$ cat config.mk
export PLATFORM = sky130hd
export DESIGN_NAME = maxpool_fp16_stream
export DESIGN_NICKNAME = d
export VERILOG_FILES = /design/src/rtl/maxpool_fp16_stream.sv
export SDC_FILE = /design/constraint.sdc
export NUM_CORES = 1
export LEC_CHECK = 0
export CORE_MARGIN = 2
export CORE_UTILIZATION = 48
export CTS_CLUSTER_DIAMETER = 100
export DETAILED_ROUTE_END_ITERATION = 10
export PLACE_DENSITY = 0.8
export SLEW_MARGIN = 20
export SYNTH_ARGS = -nofsm -noshare
export SYNTH_HDL_FRONTEND = slang
export SYNTH_SLANG_ARGS = --single-unit
$ cat constraint.sdc
create_clock -name clk -period 2.3 [get_ports clk]
set_clock_uncertainty 0.2 [all_clocks]
set_input_delay 0.345 -clock clk [delete_from_list [all_inputs] [get_ports clk]]
set_output_delay 0.345 -clock clk [all_outputs]
set_load 0.02 [all_outputs]
$ cat src/rtl/maxpool_fp16_stream.sv
// Streaming FP16 max-pool: reduces each POOL_SIZE-element window to its max.
// Optional MAXPOOL_ARGMAX_EN adds out_idx, the winning element's position.
module maxpool_fp16_stream #(
  parameter int POOL_SIZE = 4,
  localparam int CW = $clog2(POOL_SIZE)
) (
  input  logic        clk,
  input  logic        rst,
  input  logic [15:0] in_data,
  input  logic        in_valid,
  output logic        in_ready,
  output logic [15:0] out_data,
  output logic        out_valid,
  input  logic        out_ready
`ifdef MAXPOOL_ARGMAX_EN
  ,
  output logic [CW-1:0] out_idx
`endif
);

  function automatic logic is_nan(input logic [15:0] x);
    return (&x[14:10]) && (|x[9:0]);
  endfunction

  // Sign-magnitude ordering; +0 and -0 are equal.
  function automatic logic fp_gt(input logic [15:0] a,
                                 input logic [15:0] b);
    logic res;
    if (a[14:0] == 15'd0 && b[14:0] == 15'd0)
      res = 1'b0;
    else if (a[15] != b[15])
      res = !a[15];
    else if (!a[15])
      res = a[14:0] > b[14:0];
    else
      res = a[14:0] < b[14:0];
    return res;
  endfunction

  logic [CW-1:0] cnt_q, cnt_d;
  logic [15:0]   max_q, max_d;
  logic [15:0]   out_data_q, out_data_d;
  logic          out_valid_q, out_valid_d;
  logic          accept, consume, last, repl;

`ifdef MAXPOOL_ARGMAX_EN
  logic [CW-1:0] idx_q, idx_d;
  logic [CW-1:0] out_idx_q, out_idx_d;
`endif

  assign in_ready  = !out_valid_q || out_ready;
  assign accept    = in_valid && in_ready;
  assign consume   = out_valid_q && out_ready;
  assign last      = cnt_q == CW'(POOL_SIZE - 1);
  assign out_data  = out_data_q;
  assign out_valid = out_valid_q;

  always_comb begin
    repl = 1'b0;
    if (cnt_q == '0)
      repl = 1'b1;
    else if (is_nan(max_q))
      repl = !is_nan(in_data);
    else if (!is_nan(in_data))
      repl = fp_gt(in_data, max_q);
  end

  always_comb begin
    cnt_d       = cnt_q;
    max_d       = max_q;
    out_data_d  = out_data_q;
    out_valid_d = out_valid_q;
`ifdef MAXPOOL_ARGMAX_EN
    idx_d       = idx_q;
    out_idx_d   = out_idx_q;
`endif
    if (consume)
      out_valid_d = 1'b0;
    if (accept) begin
      if (repl) begin
        max_d = in_data;
`ifdef MAXPOOL_ARGMAX_EN
        idx_d = cnt_q;
`endif
      end
      cnt_d = last ? '0 : cnt_q + CW'(1);
      if (last) begin
        out_valid_d = 1'b1;
        out_data_d  = is_nan(max_d) ? 16'h7E00 : max_d;
`ifdef MAXPOOL_ARGMAX_EN
        out_idx_d   = is_nan(max_d) ? '0 : idx_d;
`endif
      end
    end
  end

  always_ff @(posedge clk) begin
    if (rst) begin
      cnt_q       <= '0;
      max_q       <= 16'h0000;
      out_data_q  <= 16'h0000;
      out_valid_q <= 1'b0;
    end else begin
      cnt_q       <= cnt_d;
      max_q       <= max_d;
      out_data_q  <= out_data_d;
      out_valid_q <= out_valid_d;
    end
  end

`ifdef MAXPOOL_ARGMAX_EN
  always_ff @(posedge clk) begin
    if (rst) begin
      idx_q     <= '0;
      out_idx_q <= '0;
    end else begin
      idx_q     <= idx_d;
      out_idx_q <= out_idx_d;
    end
  end

  assign out_idx = out_idx_q;
`endif

endmodule
Yosys cells after proc, flatten, opt, wreduce, memory -nomap -nowiden:

Cells that the tools add are included.

* register bits: 35
* bits in latches: 0
* RAM bits: 0
* bits in read-only memories: 0
* input port bits: 20
* output and inout port bits: 18
* word-level logic and storage cells: 42
* memories kept: 0

* $add $sub $neg: 1
* $mul: 0
* div/mod/pow operators: 0
* magnitude comparators: 2
* equality and inequality tests: 2
* shift operators: 0
* multiplexer cells: 13
* bitwise logic cells: 0
* reductions and logical operators: 20

Operators by type and width (number)
* $mux W16: 3
* $logic_not A15 Y1: 2
* $reduce_or A10 Y1: 3
* $gt A15 B15 Y1: 1
* $lt A15 B15 Y1: 1
* $reduce_and A5 Y1: 3
* $mux W1: 9
* $logic_and A1 B1 Y1: 6
* $logic_not A1 Y1: 3
* $add A2 B1 Y2 const B: 1
* $eq A2 B2 Y1 const B: 1
* $logic_not A2 Y1: 1
* $mux W2: 1
* $reduce_and A2 Y1: 1
* $logic_or A1 B1 Y1: 1
* $ne A1 B1 Y1: 1

Depth between registers and ports, before layout:

* depth after elaboration: 12
* mapped depth: 10
* depth with buffers taken out: 8

Worst setup path before layout:

OpenSTA, ideal clock, no wires.

* kind: register -> register
* start point: register max_q[14]
* end point: register max_q[10]
* setup time: 0.072 ns
* arrival: 2.086 ns
* data required time: 2.028 ns
* path slack: -0.058 ns
* stages on the path, launching flop included: 10
* path buffers: 1
* period minus slack after synthesis: 2.358 ns
* path through: dfxtp_1 > inv_1 > ha_1 > a21o_1 > a31oi_1 > o21a_1 > nand4_2 > a31oi_4 > buf_6 > mux2i_1

* word-level cells in the longest chain between the ends: 9
* elaborated cells between the ends (all ways): 14
* those cells by class: 2 x order compare; 8 x mux; 4 x reduce/logical

Ends and longest elaborated chain
* start, declared: RTL line 41 `logic [15:0] max_q, max_d;`
* start signal, assigned: RTL line 105 `max_q <= max_d;`
* $gt A15 B15 Y1 or $lt A15 B15 Y1 (tied branches): RTL line 34, 36
* $mux W1: RTL line 33 `else if (!a[15])`
* $mux W1: RTL line 31 `else if (a[15] != b[15])`
* $mux W1: RTL line 29 `if (a[14:0] == 15'd0 && b[14:0] == 15'd0)`
* $mux W1: RTL line 64 `else if (!is_nan(in_data))`
* $mux W1 (*): RTL line 62 `else if (is_nan(max_q))`
* $mux W1 (*): RTL line 60 `if (cnt_q == '0)`
* $mux W16 (*): RTL line 80 `if (repl) begin`
* $mux W16 (*): RTL line 79 `if (accept) begin`

Every way passes the cells marked *; elsewhere a longest branch is shown, timed or not. The select of a mux whose other input is x is not followed.
A chain may end at the register's enable or synchronous reset.

Worst setup path after layout:

* start point: register max_q[13]
* end point: register max_q[9]

The elaborated chain is that of the path after synthesis.

==> impl_metrics.json <==
{
  "timing.final.crit_share_pct": 113,
  "crit_fanout": 8,
  "grt_max_degree": 42,
  "grt_util_all_layers_pct": 29.9,
  "initial_core_util_pct": 49.2,
  "holdPathStages": 2,
  "final_cells": 423,
  "cts_made_buffers": 5,
  "cts_tree": "built",
  "die_area_um2": 5340,
  "synth_ff_type": "dfxtp_1",
  "rr_endpoint": "max_q[9]",
  "async_flop_share_pct": 0,
  "area_growth_pct": 60.1,
  "path_cells": "inv_2 > ha_4 > nand4_1 > nor2_2 > o21a_2 > o2111ai_4 > a31oi_4 > clkbuf_16 > mux2i_2",
  "synth-seq-cells": 35,
  "cts_hold_buffers": 0,
  "clock-root-buffer": "clkbuf_8",
  "cp.required_ps": 2310,
  "wl_per_cell_um": 20.5,
  "fin_nets": 405,
  "cts.sinks": 35,
  "setup_viol": 32,
  "viasPerCell": 6.38,
  "maxCapViolCount": 0,
  "slowest_delay_ps": 360,
  "yosysTopAreaCell": "dfxtp_1",
  "first_pass_iters": 5,
  "drc": 0,
  "fin_crit_ps": 2590,
  "regToRegSetupSlack_ps": -290,
  "drv_slew": 0,
  "synth_cell_types": 38,
  "ir_drop_mv": 0.272,
  "worstHoldEndpoint": "out_data[0]",
  "port_buffers": 37,
  "finalWorstSetupSlack_ps": -292,
  "via_count": 2697,
  "antenna_found_initial": 0,
  "ys_warn_count": 0,
  "grt_pass1_wl_mm": 12.3,
  "ant_nets": 0,
  "place.gp.congestion": 0.890,
  "avgSynthCellArea_um2": 8.68,
  "critPathKind": "reg -> reg",
  "r2r_start": "max_q[13]",
  "synth_top_area_share_pct": 30.6,
  "dp_cells": 393,
  "pin_count": 38,
  "syn_area_um2": 2290,
  "clk_path_buf_depth": 2,
  "min_from": "out_data[0]",
  "gr-total-overflow": 0,
  "timing.hold.ws_ps": 282,
  "max_freq_mhz": 386,
  "synth_edf_count": 0,
  "postSynthCellCount": 264,
  "cpMaxStageDelayCell": "dfxtp_2",
  "start_kind": "register",
  "rr_worst_depth": 9,
  "postLayoutCellArea_um2": 3670,
  "path_clk_slew_ps": 70,
  "place_ws_ps": -567,
  "num_antenna_cells": 0,
  "finalHoldViolCount": 0,
  "status": "finished, violations left",
  "rsz0062_at_grt": "yes",
  "relSlewSlack_pct": 56.3,
  "dp_hpwl_mm": 4.75,
  "chipHeight_um": 73.1,
  "endpoint_kind": "register",
  "dieWidth_um": 73.1,
  "htreeDepth": 2,
  "drtIter0Drc": 304,
  "insertion_delay_ps": 300,
  "rows": 25,
  "worst_pin_slew_ps": 653,
  "routed_wl_mm": 8.66,
  "synth_nets": 301,
  "leakagePower_nw": 1.43,
  "min_path_type": "reg -> reg",
  "place_area_um2": 3110,
  "ys_top_cells_by_area": "dfxtp_1 (31%), ha_1 (9.3%), nand2b_1 (9.3%)",
  "power.density_nw_per_um2": 487,
  "fin_util_pct": 78.7,
  "grt_pass1_vias": 2458,
  "crit_arrival_ps": 2600,
  "drive_above_1_share_pct": 39.8,
  "synth_seq_area_share_pct": 30.6,
  "violations": "setup timing",
  "core_area_um2": 4660
}
## layout by cell type, fill, tap and decap left out, types with 10 or more instances in the layout
| cell | instances |
|---|---|
| dlygate4sd2_1 | 13 |
| inv_1 | 10 |
| o211ai_1 | 12 |
| nand2b_1 | 34 |
| buf_4 | 65 |
| mux2i_1 | 14 |
| dfxtp_1 | 23 |
| clkdlybuf4s50_1 | 22 |
| nand2_1 | 26 |
| ha_4 | 11 |
## how the worst max path moves through the flow
stage               startpoint     endpoint  cells after the start
floorplan            max_q[13]    max_q[11]                      9
finish               max_q[13]     max_q[9]                      9
detailed placement  in_data[6]  out_data[1]                      9
CTS                  max_q[14]  out_data[1]                     10
global route         max_q[13]     max_q[9]                      9
global placement    in_data[4]     max_q[6]                      9
## layout make-up
| cell class | count | area [um2] |
|---|---|---|
| multi-input combinational | 200 | 1790 |
| inverter | 18 | 67.6 |
| clock buffer | 8 | 100 |
| fill | 275 | 991 |
| sequential | 35 | 723 |
| tap | 54 | 67.6 |
| timing repair buffer | 108 | 922 |
## report_power, final
group | total [mW] | internal [mW] | switching (mW) | leakage [nW]
sequential | 0.665 | 0.637 | 0.0282 | 0.291
clock | 0.496 | 0.273 | 0.223 | 0.0515
combinational | 0.625 | 0.295 | 0.330 | 1.09
## stage by stage
| step | TNS (ps) | total power [mW] |
|---|---|---|
| after global routing | -9070 | 1.83 |
| after CTS | -973 | 1.67 |
| after detailed placement | -17130 | 1.11 |
| after global placement | -15000 | 1.10 |
| final | -6820 | 1.79 |
| after floorplan | 0 | 0.918 |
## kinds of logic (layout without fill, tap and decap cells)
group	after synthesis	count (layout)	share of synthesized area [%]
adders and majority gates	17	17	9.28
muxes	16	16	6.99
AOI/OAI and AO/OA	68	68	23.3
buffers and inverters	29	134	5.46
DFF	35	35	30.6
and+or+nand+nor	99	99	24.5
## Yosys cell counts, types with 2 or more instances
| cell type | number |
|---|---|
| o2111ai_1 | 10 |
| o21bai_1 | 5 |
| nand3_1 | 6 |
| a31oi_1 | 2 |
| dfxtp_1 | 35 |
| o211ai_1 | 12 |
| nor3_1 | 4 |
| buf_6 | 2 |
| clkbuf_1 | 8 |
| a21o_1 | 3 |
| a21oi_1 | 13 |
| nand2_1 | 26 |
| ha_1 | 17 |
| mux2i_1 | 16 |
| and3_1 | 2 |
| o21a_1 | 3 |
| nand2b_1 | 34 |
| nor4_1 | 3 |
| nand3b_1 | 2 |
| nor2_1 | 11 |
| nand4_1 | 5 |
| o21ai_0 | 3 |
| a311oi_1 | 10 |
| inv_1 | 18 |
## sequential cells by signal (all words and copies together), names as in the netlist
name and count:
max_q 16, cnt_q 2, out_valid 1, out_data 16
## repair_timing
action | in CTS | in global routing
buffers inserted | 13 | 7
pin swaps | 18 | 22
gates resized for setup | 47 | 38
cloned | 1 | 2
endpoints found under the setup margin | 32 | 32
## critical path: cells and delay by family (launching register included)
| family | cells | cell delay [ps] |
|---|---|---|
| adders and majority gates | 1 | 270 |
| DFF | 1 | 360 |
| buffers and inverters | 2 | 300 |
| and+or+nand+nor | 2 | 450 |
| AOI/OAI and AO/OA | 3 | 690 |
| muxes | 1 | 230 |
## routing by layer
| metal | global-route usage, % | part of all wire (%) | wire length, um |
|---|---|---|---|
| met1 | 37.8 | 40 | 3480 |
| met2 | 48.0 | 45 | 3940 |
| met3 | 7.32 | 9.8 | 850 |
| met4 | 13.0 | 4.6 | 395 |
| met5 | 0 | 0 | 0 |
Power figures use the tool's default switching activity.
